`src/rtl/cache_pkg.sv`:
```
// Shared types and tree-PLRU helpers for the set-associative cache model.
// Trees are heap-ordered: node n has children 2n+1 (lower) and 2n+2 (upper).
package cache_pkg;

  localparam int MAX_W = 6;
  localparam int MAX_N = (1 << MAX_W) - 1;

  typedef logic [MAX_N-1:0] plru_bits_t;
  typedef logic [MAX_W-1:0] plru_way_t;

  typedef enum logic {
    ST_INIT,
    ST_RUN
  } plru_state_e;

  function automatic int way_w(int a);
    return $clog2(a);
  endfunction

  function automatic int set_w(int c, int d, int a);
    return c - d - $clog2(a);
  endfunction

  function automatic int node_n(int a);
    return a - 1;
  endfunction

  function automatic plru_way_t plru_victim(
    plru_bits_t bits,
    int         wb
  );
    plru_way_t way;
    int        node;
    way  = '0;
    node = 0;
    for (int l = 0; l < MAX_W; l++) begin
      if (l < wb) begin
        way  = {way[MAX_W-2:0], bits[node]};
        node = 2 * node + (bits[node] ? 2 : 1);
      end
    end
    return way;
  endfunction

  // Each node on the touched way's path is pointed at the other half.
  function automatic plru_bits_t plru_update(
    plru_bits_t bits,
    plru_way_t  way,
    int         wb
  );
    plru_bits_t nb;
    int         node;
    logic       b;
    nb   = bits;
    node = 0;
    for (int l = 0; l < MAX_W; l++) begin
      if (l < wb) begin
        b        = way[wb-1-l];
        nb[node] = ~b;
        node     = 2 * node + (b ? 2 : 1);
      end
    end
    return nb;
  endfunction

endpackage

```
`src/rtl/plru_tree_logic.sv`:
```
// Victim selection and touch update for one set's PLRU tree.
module plru_tree_logic
  import cache_pkg::*;
#(
  parameter  int a_size = 4,
  localparam int W      = way_w(a_size),
  localparam int N      = node_n(a_size)
) (
  input  logic [N-1:0] bits_i,
  input  logic [W-1:0] touch_i,
  output logic [W-1:0] victim_o,
  output logic [N-1:0] upd_o
);

  always_comb begin
    victim_o = W'(plru_victim(plru_bits_t'(bits_i), W));
    upd_o    = N'(plru_update(plru_bits_t'(bits_i),
                              plru_way_t'(touch_i), W));
  end

endmodule

```
`src/rtl/plru_replacer.sv`:
```
// Per-set tree pseudo-LRU replacement unit with a 1-cycle pipeline,
// same-set write forwarding and a post-reset clearing walk.
module plru_replacer
  import cache_pkg::*;
#(
  parameter int c_size = 15,
  parameter int d_size = 6,
  parameter int a_size = 4
) (
  input  logic clk,
  input  logic rst,
  input  logic req_valid,
  input  logic [c_size-d_size-$clog2(a_size)-1:0] req_set,
  input  logic req_hit,
  input  logic [$clog2(a_size)-1:0] req_way,
  input  logic req_inv_valid,
  input  logic [$clog2(a_size)-1:0] req_inv_way,
  output logic ready,
  output logic rsp_valid,
  output logic [$clog2(a_size)-1:0] rsp_way,
  output logic rsp_evict
);

  localparam int S     = set_w(c_size, d_size, a_size);
  localparam int W     = way_w(a_size);
  localparam int N     = node_n(a_size);
  localparam int NSETS = 1 << S;

  plru_state_e state_q, state_d;
  logic [S-1:0] cnt_q, cnt_d;
  logic vld_q, vld_d;
  logic hit_q, hit_d;
  logic inv_q, inv_d;
  logic [W-1:0] way_q, way_d;
  logic [W-1:0] inv_way_q, inv_way_d;
  logic [S-1:0] set_q, set_d;
  logic [N-1:0] bits_q, bits_d;

  logic [N-1:0] tree_q [NSETS];

  logic live;
  logic accept;
  logic [W-1:0] victim;
  logic [W-1:0] sel_way;
  logic [N-1:0] upd_bits;
  logic wr_en;
  logic [S-1:0] wr_idx;
  logic [N-1:0] wr_data;

  plru_tree_logic #(
    .a_size(a_size)
  ) u_tree (
    .bits_i  (bits_q),
    .touch_i (sel_way),
    .victim_o(victim),
    .upd_o   (upd_bits)
  );

  always_comb begin
    live      = vld_q & ~rst;
    ready     = (state_q == ST_RUN);
    accept    = req_valid & ready;
    sel_way   = hit_q ? way_q : (inv_q ? inv_way_q : victim);
    rsp_valid = live;
    rsp_way   = live ? sel_way : '0;
    rsp_evict = live & ~hit_q & ~inv_q;

    wr_en   = 1'b0;
    wr_idx  = set_q;
    wr_data = upd_bits;
    if (!rst) begin
      if (state_q == ST_INIT) begin
        wr_en   = 1'b1;
        wr_idx  = cnt_q;
        wr_data = '0;
      end else if (live) begin
        wr_en = 1'b1;
      end
    end

    state_d = state_q;
    cnt_d   = cnt_q;
    if (state_q == ST_INIT) begin
      cnt_d = cnt_q + S'(1);
      if (cnt_q == S'(NSETS - 1)) state_d = ST_RUN;
    end

    vld_d     = accept;
    hit_d     = hit_q;
    inv_d     = inv_q;
    way_d     = way_q;
    inv_way_d = inv_way_q;
    set_d     = set_q;
    bits_d    = bits_q;
    if (accept) begin
      hit_d     = req_hit;
      inv_d     = req_inv_valid;
      way_d     = req_way;
      inv_way_d = req_inv_way;
      set_d     = req_set;
      // Bypass the tree written at this same edge.
      bits_d    = (live && set_q == req_set) ? upd_bits
                                             : tree_q[req_set];
    end
  end

  always_ff @(posedge clk) begin
    if (rst) begin
      state_q   <= ST_INIT;
      cnt_q     <= '0;
      vld_q     <= 1'b0;
      hit_q     <= 1'b0;
      inv_q     <= 1'b0;
      way_q     <= '0;
      inv_way_q <= '0;
      set_q     <= '0;
      bits_q    <= '0;
    end else begin
      state_q   <= state_d;
      cnt_q     <= cnt_d;
      vld_q     <= vld_d;
      hit_q     <= hit_d;
      inv_q     <= inv_d;
      way_q     <= way_d;
      inv_way_q <= inv_way_d;
      set_q     <= set_d;
      bits_q    <= bits_d;
    end
  end

  always_ff @(posedge clk) begin
    if (wr_en) tree_q[wr_idx] <= wr_data;
  end

endmodule
```
`config.mk`:
```
export PLATFORM = sky130hd
export DESIGN_NAME = plru_replacer
export DESIGN_NICKNAME = d
export VERILOG_FILES = /design/src/rtl/cache_pkg.sv /design/src/rtl/plru_tree_logic.sv /design/src/rtl/plru_replacer.sv
export SDC_FILE = /design/constraint.sdc
export NUM_CORES = 1
export LEC_CHECK = 0
export ABC_AREA = 1
export CORE_ASPECT_RATIO = 0.8
export CORE_UTILIZATION = 61
export DETAILED_ROUTE_END_ITERATION = 8
export DONT_BUFFER_PORTS = 1
export GPL_ROUTABILITY_DRIVEN = 0
export PLACE_DENSITY = 0.77
export SETUP_SLACK_MARGIN = 0.2
export SYNTH_ARGS = -nofsm -noshare
export SYNTH_HDL_FRONTEND = slang
export SYNTH_SLANG_ARGS = --single-unit
```
`constraint.sdc`:
```
create_clock -name clk -period 12.75 [get_ports clk]
set_input_delay 1.9125 -clock clk [delete_from_list [all_inputs] [get_ports clk]]
set_output_delay 1.9125 -clock clk [all_outputs]
set_load 0.02 [all_outputs]
```
==> flow_summary.html <==
<table>
<tr><th>Metric</th><th>Value</th></tr>
<tr><th colspan="2">Route</th></tr>
<tr><td>Number of vias in the routed layout</td><td>12000</td></tr>
<tr><td>Via count normalized by instance count</td><td>6.09</td></tr>
<tr><td>Antenna viol nets, final</td><td>0</td></tr>
<tr><td>Final routed wire length divided by cell count</td><td>20.3 microns</td></tr>
<tr><td>Sum of routed wire length over all layers</td><td>40100 microns</td></tr>
<tr><td>First-iteration detailed-routing DRC count</td><td>1481</td></tr>
<tr><td>Drt pass-1 iters</td><td>6</td></tr>
<tr><td>Remaining design rule violation count</td><td>0</td></tr>
<tr><th colspan="2">Timing</th></tr>
<tr><td>Worst Tran Pin Value</td><td>1.21 ns</td></tr>
<tr><td>Final Setup Violations</td><td>0</td></tr>
<tr><td>Maximum clock frequency</td><td>0.204 GHz</td></tr>
<tr><td>Final critical path time including I/O delays and setup</td><td>4.90 ns</td></tr>
<tr><td>Number of failing hold endpoints at the final stage</td><td>0</td></tr>
<tr><td>Share of the cycle needed by the critical path after routing</td><td>0.384</td></tr>
<tr><td>Slew Viols, Final</td><td>0</td></tr>
<tr><td>Setup TNS</td><td>0 ns</td></tr>
<tr><td>Fin Clk Skew</td><td>0.0147 ns</td></tr>
<tr><td>Unrepaired setup endpoints after global routing</td><td>no</td></tr>
<tr><td>Headroom to the max-slew limit</td><td>0.189</td></tr>
<tr><th colspan="2">Floorplan</th></tr>
<tr><td>Count of standard-cell rows</td><td>54</td></tr>
<tr><td>Area enclosed by the die boundary</td><td>29200 sq um</td></tr>
<tr><td>I/O Pins</td><td>21</td></tr>
<tr><td>Core Area</td><td>27600 sq um</td></tr>
<tr><td>Die span in y</td><td>153 microns</td></tr>
<tr><td>Starting utilization of the core area</td><td>0.630</td></tr>
<tr><td>Die Span X</td><td>191 microns</td></tr>
<tr><th colspan="2">Critical path</th></tr>
<tr><td>Worst setup path endpoint</td><td>rsp_way[1]</td></tr>
<tr><td>Cell type of the slowest stage on the worst timing path</td><td>sky130_fd_sc_hd__inv_1</td></tr>
<tr><td>Worst EP required</td><td>10.84 ns</td></tr>
<tr><td>Longest individual stage delay on the worst path</td><td>0.39 ns</td></tr>
<tr><td>Endpoint class of the critical path</td><td>output pin</td></tr>
<tr><td>Kind of start point of the critical path</td><td>input port</td></tr>
<tr><td>Critical path type</td><td>in2out</td></tr>
<tr><td>R2R setup slack</td><td>9.40 ns</td></tr>
<tr><td>Reg2Reg Capture Point</td><td>tree_q[119][2]</td></tr>
<tr><td>Startpoint of the lowest-slack register-to-register path</td><td>ready</td></tr>
<tr><td>CP startpoint</td><td>rst</td></tr>
<tr><td>Chain of cells forming the critical path</td><td>inv_1 -&gt; nand2_1 -&gt; inv_1 -&gt; nand2_1 -&gt; inv_1</td></tr>
<tr><td>Crit path top cell by count</td><td>sky130_fd_sc_hd__inv_1</td></tr>
<tr><td>Path depth of the worst reg2reg path</td><td>7</td></tr>
<tr><td>Top fanout value on the critical path</td><td>23</td></tr>
<tr><td>Worst path arrival time</td><td>2.99 ns</td></tr>
<tr><th colspan="2">Yosys</th></tr>
<tr><td>Nets in the synthesized netlist</td><td>1653</td></tr>
<tr><td>Count of distinct cell types in the synthesized netlist</td><td>31</td></tr>
<tr><td>Number of flops mapped to enable cells by yosys</td><td>384</td></tr>
<tr><td>Synth Register Bits</td><td>409</td></tr>
<tr><td>Fraction of registers with async set/reset</td><td>0</td></tr>
<tr><td>Yosys warning count</td><td>0</td></tr>
<tr><td>Post-Synthesis Cell Area</td><td>17400 sq um</td></tr>
<tr><td>Primary FF master, synth</td><td>sky130_fd_sc_hd__edfxtp_1</td></tr>
<tr><td>Share of the yosys chip area belonging to registers</td><td>0.691</td></tr>
<tr><td>Post-synthesis area per instance</td><td>10.6 sq um</td></tr>
<tr><td>Gate Count Post-Synth</td><td>1636</td></tr>
<tr><th colspan="2">Cells and area</th></tr>
<tr><td>NumNets Final</td><td>1604</td></tr>
<tr><td>Fin area</td><td>18600 sq um</td></tr>
<tr><td>Most frequent standard cell in the layout excluding fill and tap cells</td><td>sky130_fd_sc_hd__nand2_1</td></tr>
<tr><td>Commonest cells after routing, fill and taps aside</td><td>sky130_fd_sc_hd__nand2_1 (500), sky130_fd_sc_hd__edfxtp_1 (384), sky130_fd_sc_hd__nand3_1 (349)</td></tr>
<tr><td>Share of post-route cells with drive strength above 1</td><td>0.0496</td></tr>
<tr><td>Final std cells w/o fill</td><td>1977</td></tr>
<tr><td># diodes</td><td>0</td></tr>
<tr><td>Layout overhead on the synthesized area</td><td>7.06%</td></tr>
<tr><th colspan="2">CTS</th></tr>
<tr><td>CTS Hold Buffers Added</td><td>0</td></tr>
<tr><td>Number of setup buffers added after CTS</td><td>0</td></tr>
<tr><td>CTS clock-pin slew for the worst setup and hold paths</td><td>0.07 ns</td></tr>
<tr><td>Maximum clock insertion buffer count</td><td>3</td></tr>
<tr><td>CTS-repair resized insts</td><td>0</td></tr>
<tr><td>H-Tree Level Count</td><td>2</td></tr>
<tr><td>Clock tree from TritonCTS</td><td>yes</td></tr>
<tr><td>Clock insertion delay at the later pin of the skew report</td><td>0.53 ns</td></tr>
<tr><td>Clk sink count</td><td>409</td></tr>
<tr><td>Root Buffer Master</td><td>sky130_fd_sc_hd__clkbuf_16</td></tr>
<tr><td>CTS buffer count</td><td>39</td></tr>
<tr><th colspan="2">Job</th></tr>
<tr><td>Max-cap violations</td><td>0</td></tr>
<tr><th colspan="2">Place</th></tr>
<tr><td># placed instances</td><td>1910</td></tr>
<tr><td>HPWL after detailed placement</td><td>22100 microns</td></tr>
<tr><td>Total placed instance area</td><td>17400 sq um</td></tr>
<tr><td>Port Buf Inserts</td><td>0</td></tr>
<tr><th colspan="2">Global routing</th></tr>
<tr><td>Total gr overflow</td><td>0</td></tr>
<tr><td>Wire length of the first global-routing pass</td><td>61800 microns</td></tr>
<tr><td>Via count of the first global-routing pass</td><td>11500</td></tr>
<tr><td>Largest net degree at the start of global routing</td><td>196</td></tr>
<tr><td>Number of antenna violations at the first check in global routing</td><td>0</td></tr>
<tr><td>GRT Util Overall</td><td>0.279</td></tr>
<tr><th colspan="2">Power and ir drop</th></tr>
<tr><td>Worst VDD drop</td><td>0.109 mV</td></tr>
<tr><td>Post-layout total power</td><td>2.70 mW</td></tr>
<tr><td>Pleak</td><td>6.58 nW</td></tr>
<tr><td>PwrDens</td><td>145 nW/um^2</td></tr>
<tr><th colspan="2">Min path</th></tr>
<tr><td>Type of the tightest min-delay check</td><td>reg2reg</td></tr>
<tr><th colspan="2">Run status</th></tr>
<tr><td>Result of the run</td><td>completed</td></tr>
</table>
## how the worst min path moves through the flow
stage	start	endpoint	slack, ns	cells after the start
final	cnt_q[6]	ready	0.50	2
after global routing	way_q[0]	way_q[0]	0.51	2
after CTS	cnt_q[6]	ready	0.50	2
after detailed placement	way_q[1]	way_q[1]	0.49	2
after global placement	inv_way_q[0]	inv_way_q[0]	0.47	2
after floorplan	inv_way_q[1]	inv_way_q[1]	0.45	2
## cells in the mapped netlist, types with 2 or more instances
library cell,instances,area [sq um]
sky130_fd_sc_hd__o21ai_0,26,130
sky130_fd_sc_hd__edfxtp_1,384,11500
sky130_fd_sc_hd__buf_2,41,205
sky130_fd_sc_hd__xor2_1,2,17.5
sky130_fd_sc_hd__nand3_1,349,1750
sky130_fd_sc_hd__nor2_1,155,582
sky130_fd_sc_hd__buf_6,2,22.5
sky130_fd_sc_hd__nor3_1,8,40.0
sky130_fd_sc_hd__o22ai_1,3,18.8
sky130_fd_sc_hd__buf_1,12,45.0
sky130_fd_sc_hd__o21ai_4,2,32.5
sky130_fd_sc_hd__dfxtp_1,25,500
sky130_fd_sc_hd__clkbuf_1,25,93.8
sky130_fd_sc_hd__nand2_1,500,1880
sky130_fd_sc_hd__nor3_2,4,40.0
sky130_fd_sc_hd__a21oi_1,25,125
sky130_fd_sc_hd__buf_4,15,113
sky130_fd_sc_hd__inv_2,5,18.8
sky130_fd_sc_hd__nand2_2,3,18.8
sky130_fd_sc_hd__inv_1,37,139
sky130_fd_sc_hd__o21ai_2,3,26.3
## state kept, by name, indices dropped and copies added (netlist names), 2 cells and up
name and cells:
bits_q 3, cnt_q 7, inv_way_q 2, set_q 7, tree_q 384, way_q 2
## kinds of logic after synthesis
group                    share of synthesized area
AO/OA/AOI/OAI                               0.0206
XOR/XNOR                                   0.00101
adder cells (fa/ha/maj)                   0.000719
buffers and inverters                       0.0377
flip-flops                                   0.691
AND/OR/NAND/NOR                              0.249
## final cells by class
class,instances,area [sq um]
clock inverters,15,126
fillers,2022,9000
flip-flops and latches,409,12000
multi-input cells,1088,4740
clock buffers,52,1070
repair buffers,6,45.0
inverters,43,164
well taps,364,455
## report_power, final
| group | switching [mW] | total [mW] | internal [mW] | leakage [nW] |
|---|---|---|---|---|
| sequential | 0.00117 | 1.47 | 1.46 | 3.68 |
| combinational | 0.0998 | 0.137 | 0.0369 | 2.33 |
| clock | 0.470 | 1.10 | 0.628 | 0.574 |
| total | 0.571 | 2.70 | 2.13 | 6.58 |
## worst max-delay path: cells and delay by family
kind / cells / cell delay, ns
and+or+nand+nor: 2 / 0.29
buffers and inverters: 3 / 0.78
## per-layer routing
layer | share of wire | global-route usage | wire length, microns
met1 | 0.41 | 0.401 | 16300
met2 | 0.46 | 0.437 | 18400
met3 | 0.11 | 0.0439 | 4230
met4 | 0.027 | 0.0910 | 1100
met5 | 0 | 0 | 0
## per-stage QoR
| stage | hold WS (ns) | setup WS, ns | util |
|---|---|---|---|
| after detailed placement | 0.485 | 7.86 | 0.631 |
| after global placement | 0.469 | 7.89 | 0.631 |
| after global routing | 0.512 | 7.67 | 0.674 |
| after floorplan | 0.455 | 6.23 | - |
| after CTS | 0.498 | 7.85 | 0.674 |
| final | 0.504 | 7.85 | 0.674 |
(Power assumes the default switching activity.)
==> patch (config.mk and constraints unchanged) <==
Set the parameter `d_size` to 8 (it was 6).
--- a/src/rtl/plru_replacer.sv
+++ b/src/rtl/plru_replacer.sv
@@ -4,7 +4,7 @@
   import cache_pkg::*;
 #(
   parameter int c_size = 15,
-  parameter int d_size = 6,
+  parameter int d_size = 8,
   parameter int a_size = 4
 ) (
   input  logic clk,
Ports: changed (resized req_set); port bits go from 21 to 19. The function was not compared with the original's and may differ.
==> patch against the original RTL <==
Worst setup slack improved by 250 ps. Cell area decreased by 68%. Power is 66% lower. Area after synthesis shrank 69%. Clock skew shrank 7.2 ps. Sequential cell count is 292 lower. First-iteration DRC count shrank 80%. Wire length decreased by 71%. Via count shrank 67%. Synthesized cell count fell by 64%. Largest cell class unchanged. Largest power group is now clock.
==> patch: results (changes against the original RTL) <==
Outcome
  – Status: completed (unchanged)

Route
  – Metal2 WL: 5.59 mm (was 18.4 mm)
  – First-iteration detailed-routing DRC count: 298 (was 1481)
  – Iteration count of the initial detailed-routing pass: 5 (was 6)
  – Met3 WL post-DR: 1.04 mm (was 4.23 mm)

GRT
  – Met2 usage in global routing: 43.2% (was 43.7%)
  – First-pass GRT wire length: 18.5 mm (was 61.8 mm)
  – Global Route met3 Usage: 7.59% (was 4.39%)
  – Maximum number of pins on one net before global-route repair: 51 (was 196)

STA
  – Slew at the pin closest to its max-slew limit: 1040 ps (was 1210 ps)

Synth
  – Top post-synthesis cells by count: nand2_1, edfxtp_1, nand3_1 (unchanged)
  – Number of enable-type register cells in the synthesized netlist: 96 (was 384)
  – Cell types with the largest area share after synthesis: edfxtp_1, nand2_1, dfxtp_1, nand3_1, nor2_1 (was edfxtp_1, nand2_1, nand3_1, nor2_1, dfxtp_1)

Clock tree
  – Clock slew at the register clock pins of the worst setup and hold paths: 50 ps (was 70 ps)
  – Total clock buffers created by CTS: 17 (was 39)
  – Max Buffers Root-to-Sink: 2 (was 3)

Critical path
  – Critical Path Fanout Max: 18 (was 23)
  – Arrival time worst endpoint: 2730 ps (was 2990 ps)
  – Top delay family on crit path: simple AND/OR/NAND/NOR gates (was buffers and inverters)

Min path
  – Worst Hold Endpoint: set_q[3] (was ready)
  – Hold wc startpoint: set_q[3] (was cnt_q[6])

Pwr
  – Power Sequential: 0.417 mW (was 1.47 mW)
  – LEAKAGE: 2.45 nW (was 6.58 nW)
  – Clock share of power: 49.3% (was 40.7%)

Cells and area
  – Largest registers in the final layout: tree_q (96), cnt_q (5), set_q (5) (was tree_q (384), cnt_q (7), set_q (7))
patch: changes by cell type after synthesis, sizes merged, moves of 19 or more:
cell | unedited run | this run
inv | 42 | 61
edfxtp | 384 | 96
nor2 | 157 | 66
nand2 | 503 | 191
buf | 71 | 19
nand3 | 349 | 84
clkbuf | 25 | 5
patch: layout make-up:
cell class                      count  area (µm²)  share of cell area (%)
Multi-Input combinational cell    386        1760                    29.2
Clock inverter                      9         103                    1.71
Inverter                           61         231                    3.85
Timing Repair Buffer                1        7.51                   0.125
Sequential cell                   117        3300                    54.9
Tap cell                          112         140                    2.33
Clock buffer                       22         473                    7.86
patch: cell families (layout without fill, tap and decap cells):
logic type                 count (synthesis)  in the layout  share of synthesized area (%)
DFF                                      117            117                           60.9
adders and majority gates                  2              2                          0.461
and+or+nand+nor                          348            348                           28.2
buffers and inverters                     85             93                           6.76
AOI/OAI and AO/OA                         36             36                           3.67
patch: stage by stage:
stage | cell area [µm²] | hold slack, ps | setup WS [ps] | instances
5_1_grt | 6020 | 512 | 8050 | 708
3_5_place_dp | 5440 | 464 | 8100 | 677
6_report | 6020 | 470 | 8100 | 708
4_1_cts | 6020 | 471 | 8100 | 708
2_1_floorplan | 5430 | 444 | 8150 | 588
3_3_place_gp | 5440 | 459 | 8140 | 677
patch: worst max path at each step:
stage	start	end
6_report	rst	rsp_evict
3_5_place_dp	rst	rsp_evict
5_1_grt	rst	rsp_evict
3_3_place_gp	rst	rsp_evict
4_1_cts	rst	rsp_evict
2_1_floorplan	rst	rsp_evict
patch: worst reg2reg max path: stages, from the launching register on:
cell and delay, ps:
dfxtp_1 710, inv_2 150, nand2_4 170, nand2_2 80
nand2_2 90, nand3_1 480, nor2_1 450
